--- src/rtl/fetch_ctrl.sv ---
// Instruction fetch controller: streams words from a combinational ROM into a
// 2-entry {instr, pc} queue, with branch redirect and halt-word detection.
module fetch_ctrl #(
    parameter int              N         = 32,
    parameter logic [63:0]     RESET_PC  = 64'h0,
    parameter logic [N-1:0]    HALT_WORD = N'(32'hb4000000)
) (
    input  logic          clk,
    input  logic          reset,
    output logic [5:0]    imem_addr,
    input  logic [N-1:0]  imem_q,
    input  logic          redirect,
    input  logic [63:0]   redirect_pc,
    output logic          instr_valid,
    input  logic          instr_ready,
    output logic [N-1:0]  instr,
    output logic [63:0]   instr_pc,
    output logic          halted,
    output logic [31:0]   icount
);

    typedef enum logic [0:0] {
        ST_FETCH = 1'b0,
        ST_HALT  = 1'b1
    } state_t;

    state_t         state_r, state_nxt_s;
    logic [63:0]    fetch_pc_r, fetch_pc_nxt_s;
    logic [1:0]     count_r, count_nxt_s;
    logic [31:0]    icount_r, icount_nxt_s;
    // Entry 0 is always the queue head; entry 1 is only meaningful when full.
    logic [N-1:0]   ent0_instr_r, ent0_instr_nxt_s;
    logic [63:0]    ent0_pc_r, ent0_pc_nxt_s;
    logic [N-1:0]   ent1_instr_r, ent1_instr_nxt_s;
    logic [63:0]    ent1_pc_r, ent1_pc_nxt_s;

    logic           pop_s;
    logic           push_s;

    assign pop_s  = (count_r != 2'd0) && instr_ready;
    assign push_s = (state_r == ST_FETCH) && !redirect && ((count_r != 2'd2) || pop_s);

    // Next-state logic for FSM, fetch pointer, queue storage and counters.
    always_comb begin
        state_nxt_s      = state_r;
        fetch_pc_nxt_s   = fetch_pc_r;
        count_nxt_s      = count_r;
        ent0_instr_nxt_s = ent0_instr_r;
        ent0_pc_nxt_s    = ent0_pc_r;
        ent1_instr_nxt_s = ent1_instr_r;
        ent1_pc_nxt_s    = ent1_pc_r;
        icount_nxt_s     = icount_r;

        if (pop_s) begin
            icount_nxt_s = icount_r + 32'd1;
        end else begin
            icount_nxt_s = icount_r;
        end

        if (redirect) begin
            state_nxt_s    = ST_FETCH;
            fetch_pc_nxt_s = {redirect_pc[63:2], 2'b00};
            count_nxt_s    = 2'd0;
        end else begin
            if (push_s) begin
                fetch_pc_nxt_s = fetch_pc_r + 64'd4;
                if (imem_q == HALT_WORD) begin
                    state_nxt_s = ST_HALT;
                end else begin
                    state_nxt_s = state_r;
                end
            end else begin
                fetch_pc_nxt_s = fetch_pc_r;
            end

            case ({push_s, pop_s})
                2'b10: begin
                    if (count_r == 2'd0) begin
                        ent0_instr_nxt_s = imem_q;
                        ent0_pc_nxt_s    = fetch_pc_r;
                    end else begin
                        ent1_instr_nxt_s = imem_q;
                        ent1_pc_nxt_s    = fetch_pc_r;
                    end
                    count_nxt_s = count_r + 2'd1;
                end
                2'b01: begin
                    ent0_instr_nxt_s = ent1_instr_r;
                    ent0_pc_nxt_s    = ent1_pc_r;
                    count_nxt_s      = count_r - 2'd1;
                end
                2'b11: begin
                    // Occupancy is unchanged; when full the tail shifts forward.
                    if (count_r == 2'd2) begin
                        ent0_instr_nxt_s = ent1_instr_r;
                        ent0_pc_nxt_s    = ent1_pc_r;
                        ent1_instr_nxt_s = imem_q;
                        ent1_pc_nxt_s    = fetch_pc_r;
                    end else begin
                        ent0_instr_nxt_s = imem_q;
                        ent0_pc_nxt_s    = fetch_pc_r;
                    end
                end
                default: begin
                    count_nxt_s = count_r;
                end
            endcase
        end
    end

    // State register with synchronous reset overriding redirect, push and pop.
    always_ff @(posedge clk) begin
        if (reset) begin
            state_r      <= ST_FETCH;
            fetch_pc_r   <= RESET_PC;
            count_r      <= 2'd0;
            icount_r     <= 32'd0;
            ent0_instr_r <= '0;
            ent0_pc_r    <= 64'd0;
            ent1_instr_r <= '0;
            ent1_pc_r    <= 64'd0;
        end else begin
            state_r      <= state_nxt_s;
            fetch_pc_r   <= fetch_pc_nxt_s;
            count_r      <= count_nxt_s;
            icount_r     <= icount_nxt_s;
            ent0_instr_r <= ent0_instr_nxt_s;
            ent0_pc_r    <= ent0_pc_nxt_s;
            ent1_instr_r <= ent1_instr_nxt_s;
            ent1_pc_r    <= ent1_pc_nxt_s;
        end
    end

    assign imem_addr   = fetch_pc_r[7:2];
    assign instr_valid = (count_r != 2'd0);
    assign instr       = ent0_instr_r;
    assign instr_pc    = ent0_pc_r;
    assign halted      = (state_r == ST_HALT) && (count_r == 2'd0);
    assign icount      = icount_r;

endmodule

--- config.mk ---
export PLATFORM = sky130hd
export DESIGN_NAME = fetch_ctrl
export DESIGN_NICKNAME = d
export VERILOG_FILES = /design/src/rtl/fetch_ctrl.sv
export SDC_FILE = /design/constraint.sdc
export NUM_CORES = 1
export LEC_CHECK = 0
export CAP_MARGIN = 20
export CORE_MARGIN = 4
export CORE_UTILIZATION = 29
export DETAILED_ROUTE_END_ITERATION = 10
export PLACE_DENSITY = 0.6
export SETUP_SLACK_MARGIN = 0.02
export SLEW_MARGIN = 20
export SYNTH_ARGS = -nofsm -noshare
export SYNTH_HDL_FRONTEND = slang
export SYNTH_SLANG_ARGS = --single-unit
--- constraint.sdc ---
create_clock -name clk -period 7.5 [get_ports clk]
set_input_delay 1.125 -clock clk [delete_from_list [all_inputs] [get_ports clk]]
set_output_delay 1.125 -clock clk [all_outputs]
set_load 0.05 [all_outputs]
==> results of run 1 <==
[kinds of logic (layout without fill, tap and decap cells)]
| family | count (synthesis) | in the layout |
|---|---|---|
| multiplexers | 95 | 95 |
| XOR/XNOR | 30 | 30 |
| adder cells (fa/ha/maj) | 2 | 2 |
| AO/OA/AOI/OAI | 333 | 333 |
| AND/OR/NAND/NOR | 677 | 677 |
| other | 1 | 6 |
| buffers and inverters | 164 | 326 |
| flip-flops | 285 | 285 |
[flip-flops by register name, summed over array words and instances, names as in the netlist]
| name | flops |
|---|---|
| count_r | 2 |
| ent1_instr_r | 32 |
| ent1_pc_r | 62 |
| fetch_pc_r | 62 |
| icount | 32 |
| instr | 32 |
| instr_pc | 62 |
| state_r | 1 |
[layer usage]
layer,wire length [um],vias to the layer above,global-route usage,part of all wire
met5,17,-,0,0.00042
met4,988,2,0.0565,0.024
met3,2430,58,0.0382,0.060
met2,18500,299,0.251,0.46
met1,18600,5719,0.220,0.46
li1,-,5971,-,-
[final cells by class]
class | instances | share of cell area
inverter | 23 | 0.00516
timing repair buffer | 244 | 0.145
clock buffer | 50 | 0.0594
sequential | 285 | 0.341
tap | 592 | 0.0443
clock inverter | 9 | 0.00629
multi-input combinational | 1139 | 0.398
antenna | 4 | 0.000599
[report_power, final]
part	switching (mW)	internal (mW)	total, mW
Combinational	0.362	0.207	0.569
Clock	0.648	0.986	1.63
Sequential	0.0734	1.59	1.67
[layout by cell type, fill, tap and decap left out, types with 4 or more instances in the layout]
| cell | Yosys | routed |
|---|---|---|
| nor2_1 | 169 | 169 |
| clkinv_2 | 0 | 4 |
| and2_1 | 6 | 6 |
| and4_1 | 16 | 16 |
| nor3_1 | 25 | 24 |
| o31ai_1 | 9 | 9 |
| a211oi_1 | 98 | 98 |
| dfxtp_1 | 285 | 285 |
| clkdlybuf4s50_1 | 0 | 229 |
| o211ai_1 | 13 | 13 |
| o21ai_0 | 17 | 17 |
| or4_1 | 15 | 15 |
| clkbuf_16 | 0 | 35 |
| nor3b_1 | 4 | 4 |
| xnor2_1 | 24 | 24 |
| xor2_1 | 6 | 6 |
| mux2i_1 | 90 | 90 |
| and3_1 | 17 | 16 |
| a311oi_1 | 14 | 14 |
| mux2_2 | 5 | 5 |
| a21oi_1 | 126 | 124 |
| o311ai_0 | 6 | 6 |
| clkbuf_1 | 124 | 9 |
| diode_2 | 0 | 4 |
| nand3_1 | 44 | 43 |
| buf_4 | 8 | 11 |
| nor4_1 | 29 | 29 |
| nand2_1 | 269 | 269 |
| a2111oi_0 | 7 | 7 |
| inv_1 | 23 | 22 |
| nor2b_1 | 4 | 4 |
| nand4_1 | 35 | 35 |
| clkbuf_8 | 0 | 7 |
| o31a_1 | 4 | 4 |
| a31oi_1 | 23 | 23 |
| or3_1 | 24 | 24 |
[path summary, 6_finish.rpt]
check | to | from | slack (ns)
worst min-delay path | ent1_pc_r[39] | ent1_pc_r[39] | 0.45
worst min register to register | ent1_pc_r[39] | ent1_pc_r[39] | 0.45
worst max-delay path | fetch_pc_r[55] | instr_ready | 3.76
worst max register to register | fetch_pc_r[62] | fetch_pc_r[2] | 4.32
[worst min-delay path, cell delays in order (launching register included)]
cell and delay [ns]:
dfxtp_1 0.31, nand2_1 0.05, a21oi_1 0.05
==> flow_summary.ini, run 1 <==
[worst_setup_path]
critPathBufInv = 1
crit_path_frequent_cell = or4_1
critical_path.max_stage_delay_ns = 0.93
slowest_stage = or4_1
cp-end-kind = flop
cp.required_ns = 7.92
crit_path_max_fanout = 16
crit_type = primary input to flop
cp-start-kind = primary input
crit_family = simple AND/OR/NAND/NOR gates
reg2reg_depth = 6
cp.arrival_ns = 4.17
worstPathCellList = clkdlybuf4s50_1 > nor3b_1 > nand2b_1 > or4_1 > or4_1 > a311oi_1
crit_cells = 6

[sta]
setup_violations = 0
max_freq_mhz = 267
fin_crit_sh = 0.499
holdWs_ns = 0.453
tightestPinTransition_ns = 1.08
slew_headroom = 0.278
final-max-slew-violation-count = 0
fin_ws_ns = 3.76
finClkSkew_ns = 0.0205
tns_ns = 0
rsz0062_at_grt = no
fin_crit_ns = 3.74
finalHoldViolations = 0

[floorplanning]
ios = 236
die_h_um = 219
coreArea_um2 = 44200
rows = 77
die-area_um2 = 48200
start_util = 0.293
die_w_um = 219

[synthesis]
synth_area_um2 = 13000
synthTopCellsByArea = dfxtp_1 44%, nand2_1 7.8%, mux2i_1 6.9%
ys_async_sr_fraction = 0
synth_top_family_by_area = simple AND/OR/NAND/NOR gates
synth_largest_area_cell = dfxtp_1
synthAdderAreaFrac = 0.00193
netlist_instances = 1587
yosysMostFrequentCell = dfxtp_1
synth_edf_count = 0
ys.warnings.count = 0
synth_top_area_share = 0.440
avgSynthCellArea_um2 = 8.17
synth_cell_type_count = 60
yosys_most_used_dff = dfxtp_1
synthXorXnorAreaFrac = 0.0203
synth_seq_cells = 285
synth-seq-area-share = 0.440
synth_compound_area_frac = 0.168
synthMuxAreaShare = 0.0738
yosys.area_share.simple = 0.245
ys_top_cells_by_count = 285 x dfxtp_1, 269 x nand2_1, 169 x nor2_1

[global_route]
grt_pass1_vias = 11300
track_usage = 0.161
grt_max_degree = 144
grt_pass1_wl_um = 62800
antenna_found_initial = 5
grt-ovfl-total = 0

[worst_hold_path]
hold-path-cell-count = 2
worstHoldPathType = flop to flop

[clock_tree]
cts-root-buf = clkbuf_16
htree_levels = 2
clk_path_buf_depth = 3
cts.clk_slew.worst_paths_ns = 0.06
cts_sinks = 285
cts_tree = yes
cts_resized = 0
postCtsSetupRepairBufs = 0
ctsHoldBuffers = 0
cts_buffers = 34
clk_latency_ns = 0.53

[drt]
drc = 0
vias_per_cell = 5.14
wire_per_inst_um = 17.3
num_vias = 12000
ant_nets = 0
dr.pass1.iters = 7
wirelength_um = 40500
drtIter0Drc = 704

[placed_design]
place.gp.congestion = 0.794
place_inst = 2283
portBuffers = 231
dp_slack_ns = 3.18
dp_hpwl_um = 27100
dpl_cell_area_um2 = 15600

[final_layout]
num-fill-cells = 4453
multi_input_area_um2 = 6650
drive_gt1_frac = 0.0497
utilization = 0.378
final_cell_area_um2 = 16700
fin_nets = 1829
area_growth_pct = 28.9
seqCellArea_um2 = 5710
final_cells = 2346

[power]
p_total_mw = 3.87
vdd_drop_max_mv = 0.107
p_leak_nw = 5.34
pwr_density_cell_nw_per_um2 = 231

[status]
outcome = complete, no violations

[run]
max_cap_viol_count = 0
No activity file was read; power rests on OpenSTA's default activity.
==> inputs of run 2 (changes only) <==
clock period = 3.7 ns   (was 7.5 ns; I/O delays follow)
==> run 2 against run 1 <==
Effect of this change:
- final cell count up 0.94%
- clock skew up 0.0051 ns
- flip-flop and latch count unchanged
- largest power group is now clock
==> flow_summary.ini, run 2 (synthesis gave the netlist of run 1 again) <==
[power]
pwr_density_cell_nw_per_um2 = 470
internal-power_mw = 5.72
p_leak_nw = 5.50
vdd_drop_max_mv = 0.262
clockPowerShare = 0.430
p_sw_frac = 0.284
p_comb_frac = 0.148
power_switching_mw = 2.27
seqPwrFrac = 0.422

[placed_design]
portBuffers = 231
place_inst = 2303
place.gp.congestion = 0.767
dp_slack_ns = 0.528
dp_hpwl_um = 28200

[sta]
max_freq_mhz = 332
fin_crit_sh = 0.814
finalHoldViolations = 0
holdWs_ns = 0.451
rsz0062_at_grt = no
tns_ns = 0
tightestPinTransition_ns = 0.919
setup_violations = 0
fin_crit_ns = 3.01
final-max-slew-violation-count = 0
fin_ws_ns = 0.688
slew_headroom = 0.387
finClkSkew_ns = 0.0256

[drt]
wl_met1_um = 19100
num_vias = 12100
wire_per_inst_um = 17.4
drtIter0Drc = 809
met2_length_um = 18600
drc = 0
vias_per_cell = 5.11
dr.pass1.iters = 5
wirelength_um = 41100
wl_met3_um = 2420
ant_nets = 0
highest_layer = met5

[run]
max_cap_viol_count = 0

[global_route]
grt_pass1_wl_um = 64700
antenna_found_initial = 5
grt_pass1_vias = 11500
track_usage = 0.166
grt-ovfl-total = 0
grt_max_degree = 127

[clock_tree]
htree_levels = 2
clk_path_buf_depth = 3
cts-root-buf = clkbuf_16
clk_latency_ns = 0.55
postCtsSetupRepairBufs = 0
cts_sinks = 285
ctsHoldBuffers = 0
cts_tree = yes
cts_buffers = 35
cts_resized = 0
cts.clk_slew.worst_paths_ns = 0.06

[final_layout]
fin_nets = 1850
layout_common_cells = 285 x dfxtp_1, 269 x nand2_1, 229 x clkdlybuf4s50_1, 169 x nor2_1, 124 x a21oi_1
final_cells = 2368
drive_gt1_frac = 0.0637
layout_commonest_cell = dfxtp_1
area_growth_pct = 31.0

[floorplanning]
coreArea_um2 = 44200
rows = 77
die-area_um2 = 48200
die_h_um = 219
die_w_um = 219
start_util = 0.293
ios = 236

[worst_setup_path]
cp.required_ns = 4.14
reg2reg_depth = 5
cp-start-kind = flop
cp-end-kind = flop
crit_type = flop to flop
cp.arrival_ns = 3.45
startpoint = fetch_pc_r[2]
crit_path_max_fanout = 11
reg2reg_from = fetch_pc_r[2]

[status]
outcome = complete, no violations

[worst_hold_path]
worstHoldPathType = flop to flop
hold-path-cell-count = 2
hold_start = ent1_pc_r[36]
-- run 2: cell type report --
type | count | area (um^2)
diodes | 3 | 7.51
clock buffers | 45 | 965
clock inverters | 17 | 178
fillers | 4423 | 27200
inverters | 23 | 86.3
multi-input cells | 1139 | 6650
flip-flops and latches | 285 | 5710
well taps | 592 | 741
repair buffers | 264 | 2660
-- run 2: worst max-delay path: stages (launching register included) --
cell,delay [ns]
dfxtp_1,0.62
nand3_1,0.26
or2_1,0.44
or4_1,0.78
or4_1,0.49
a311oi_1,0.31
-- run 2: final timing paths --
path                                        to  slack (ns)
worst min register to register   ent1_pc_r[36]        0.45
worst max register to register  fetch_pc_r[47]        0.69
worst max-delay path            fetch_pc_r[47]        0.69
worst min-delay path             ent1_pc_r[36]        0.45
-- run 2: metrics by stage --
step            util  cell area, um^2  total power [mW]
2_1_floorplan      -            13000              4.15
3_3_place_gp   0.358            15800              4.61
6_report       0.384            17000              7.99
3_5_place_dp   0.358            15800              4.63
5_1_grt        0.384            17000              8.33
4_1_cts        0.384            17000              8.10
-- run 2: power by group through the flow --
stage	logic, mW	registers (mW)	clock network, mW
after global placement	1.18	3.43	0
after detailed placement	1.19	3.44	0
final	1.18	3.37	3.44
after CTS	1.19	3.37	3.54
after global routing	1.27	3.40	3.66
after floorplan	0.475	3.68	0
-- run 2: metal layers --
layer / up-vias / GRT usage
met2: 308 / 0.258
li1: 6013 / -
met4: 4 / 0.0531
met3: 59 / 0.0345
met1: 5728 / 0.232
met5: - / 0
==> inputs of run 3 (changes only) <==
clock period = 2.9 ns   (was 3.7 ns; I/O delays follow)
==> run 3 against run 2 <==
Effect of this change:
- non-clock buffer count grew 28
- clock power up 24%
- utilization increased by 0.55 points
- combinational power increased by 32%
- final area up 1.4%
- register-to-register slack got worse by 0.40 ns
- flip-flop and latch count unchanged
- via count rose by 0.22%
- critical path depth unchanged
- sequential share of layout area is 0.48 points lower
- largest cell class unchanged
- largest power group is now registers
==> flow_summary.ini, run 3 (synthesis gave the netlist of run 1 again) <==
[clock_tree]
htree_levels = 2
cts_tree = yes
cts-root-buf = clkbuf_16
cts_resized = 0
clk_path_buf_depth = 3
ctsHoldBuffers = 0
cts_sinks = 285
cts_buffers = 34
postCtsSetupRepairBufs = 0
clk_latency_ns = 0.53
cts.clk_slew.worst_paths_ns = 0.06

[sta]
setup_violations = 0
fin_crit_sh = 0.900
tightestPinTransition_ns = 0.793
finClkSkew_ns = 0.0245
finalHoldViolations = 0
holdWs_ns = 0.452
slew_headroom = 0.466
tns_ns = 0
max_freq_mhz = 383
rsz0062_at_grt = no
final-max-slew-violation-count = 0
fin_crit_ns = 2.61

[worst_setup_path]
critical_path.max_stage_delay_ns = 0.70
crit_path_frequent_cell = or4_1
worstPathCellList = nand4_1 > or3_1 > or4_1 > or4_1 > a311oi_1
crit_type = flop to flop
slowest_stage = or4_1
cp-start-kind = flop
cp.arrival_ns = 3.04
cp.required_ns = 3.33
cp-end-kind = flop
crit_path_max_fanout = 9

[global_route]
track_usage = 0.166
use_met2 = 0.261
grt_util_met3 = 0.0359
grt_max_degree = 119
grt-ovfl-total = 0
grt_util_met1 = 0.228
grt_pass1_vias = 11600
grt_busiest_layer = met2
antenna_found_initial = 2
grt_pass1_wl_um = 64300

[floorplanning]
die-area_um2 = 48200
ios = 236
coreArea_um2 = 44200
rows = 77
die_w_um = 219
die_h_um = 219
start_util = 0.293

[final_layout]
final_cells = 2393
area_growth_pct = 32.9
layout_commonest_cell = dfxtp_1
layout_common_cells = 285 x dfxtp_1, 269 x nand2_1, 229 x clkdlybuf4s50_1, 169 x nor2_1, 124 x a21oi_1
utilization = 0.390
fin_nets = 1877
final_cell_area_um2 = 17200
drive_gt1_frac = 0.0756

[drt]
wirelength_um = 41200
drtIter0Drc = 860
dr.pass1.iters = 5
vias_per_cell = 5.07
num_vias = 12100
drc = 0
wire_per_inst_um = 17.2
ant_nets = 0

[placed_design]
place.gp.congestion = 0.789
portBuffers = 231
dpl_cell_area_um2 = 16100
dp_hpwl_um = 28800
place_inst = 2331

[run]
max_cap_viol_count = 0

[power]
p_leak_nw = 5.65
pwr_density_cell_nw_per_um2 = 586
vdd_drop_max_mv = 0.387

[status]
outcome = complete, no violations

[worst_hold_path]
worstHoldPathType = flop to flop
-- run 3: cell types whose count changed in the layout (fill, tap and decap cells not counted) --
| cell | delta |
|---|---|
| diode_2 | -1 |
| clkbuf_8 | +3 |
| clkbuf_16 | +1 |
| clkinv_8 | -1 |
| buf_12 | +5 |
| clkinv_2 | -7 |
| bufinv_16 | -2 |
| clkinv_4 | +1 |
| clkbuf_1 | +3 |
| buf_4 | +23 |
-- run 3: through the flow --
stage	power [mW]	worst slack, ns
global route	10.5	0.0855
finish	10.1	0.289
CTS	10.3	0.310
detailed placement	5.94	0.0393
floorplan	5.30	0.541
global placement	5.92	0.0277
-- run 3: worst max-delay path, delay by kind of cell, from the launching register on --
family,cells,cell delay (ns)
DFF,1,0.47
and+or+nand+nor,4,1.79
AOI/OAI and AO/OA,1,0.26
-- run 3: path summary, 6_finish.rpt --
| kind | slack (ns) | end | start | cells after the start |
|---|---|---|---|---|
| max reg2reg | 0.29 | fetch_pc_r[55] | fetch_pc_r[20] | 5 |
| max | 0.29 | fetch_pc_r[55] | fetch_pc_r[20] | 5 |
| min | 0.45 | ent1_pc_r[43] | ent1_pc_r[43] | 2 |
| min reg2reg | 0.45 | ent1_pc_r[43] | ent1_pc_r[43] | 2 |
-- run 3: area by class of cell --
class                           instances  area [um^2]
Antenna cell                            2         5.00
Clock buffer                           52         1040
Clock inverter                          8         75.1
Fill cell                            4399        27000
Inverter                               23         86.3
Multi-Input combinational cell       1139         6650
Sequential cell                       285         5710
Tap cell                              592          741
Timing Repair Buffer                  292         2930
-- run 3: per-layer routing --
metal  share of wire  up-vias
met4           0.026        2
met5         0.00027        -
met3           0.053       68
met2            0.46      274
met1            0.47     5732
li1                -     6063
-- run 3: power by group --
part / internal (mW) / switching [mW]
combinational: 0.584 / 0.975
clock: 2.57 / 1.69
sequential: 4.12 / 0.168
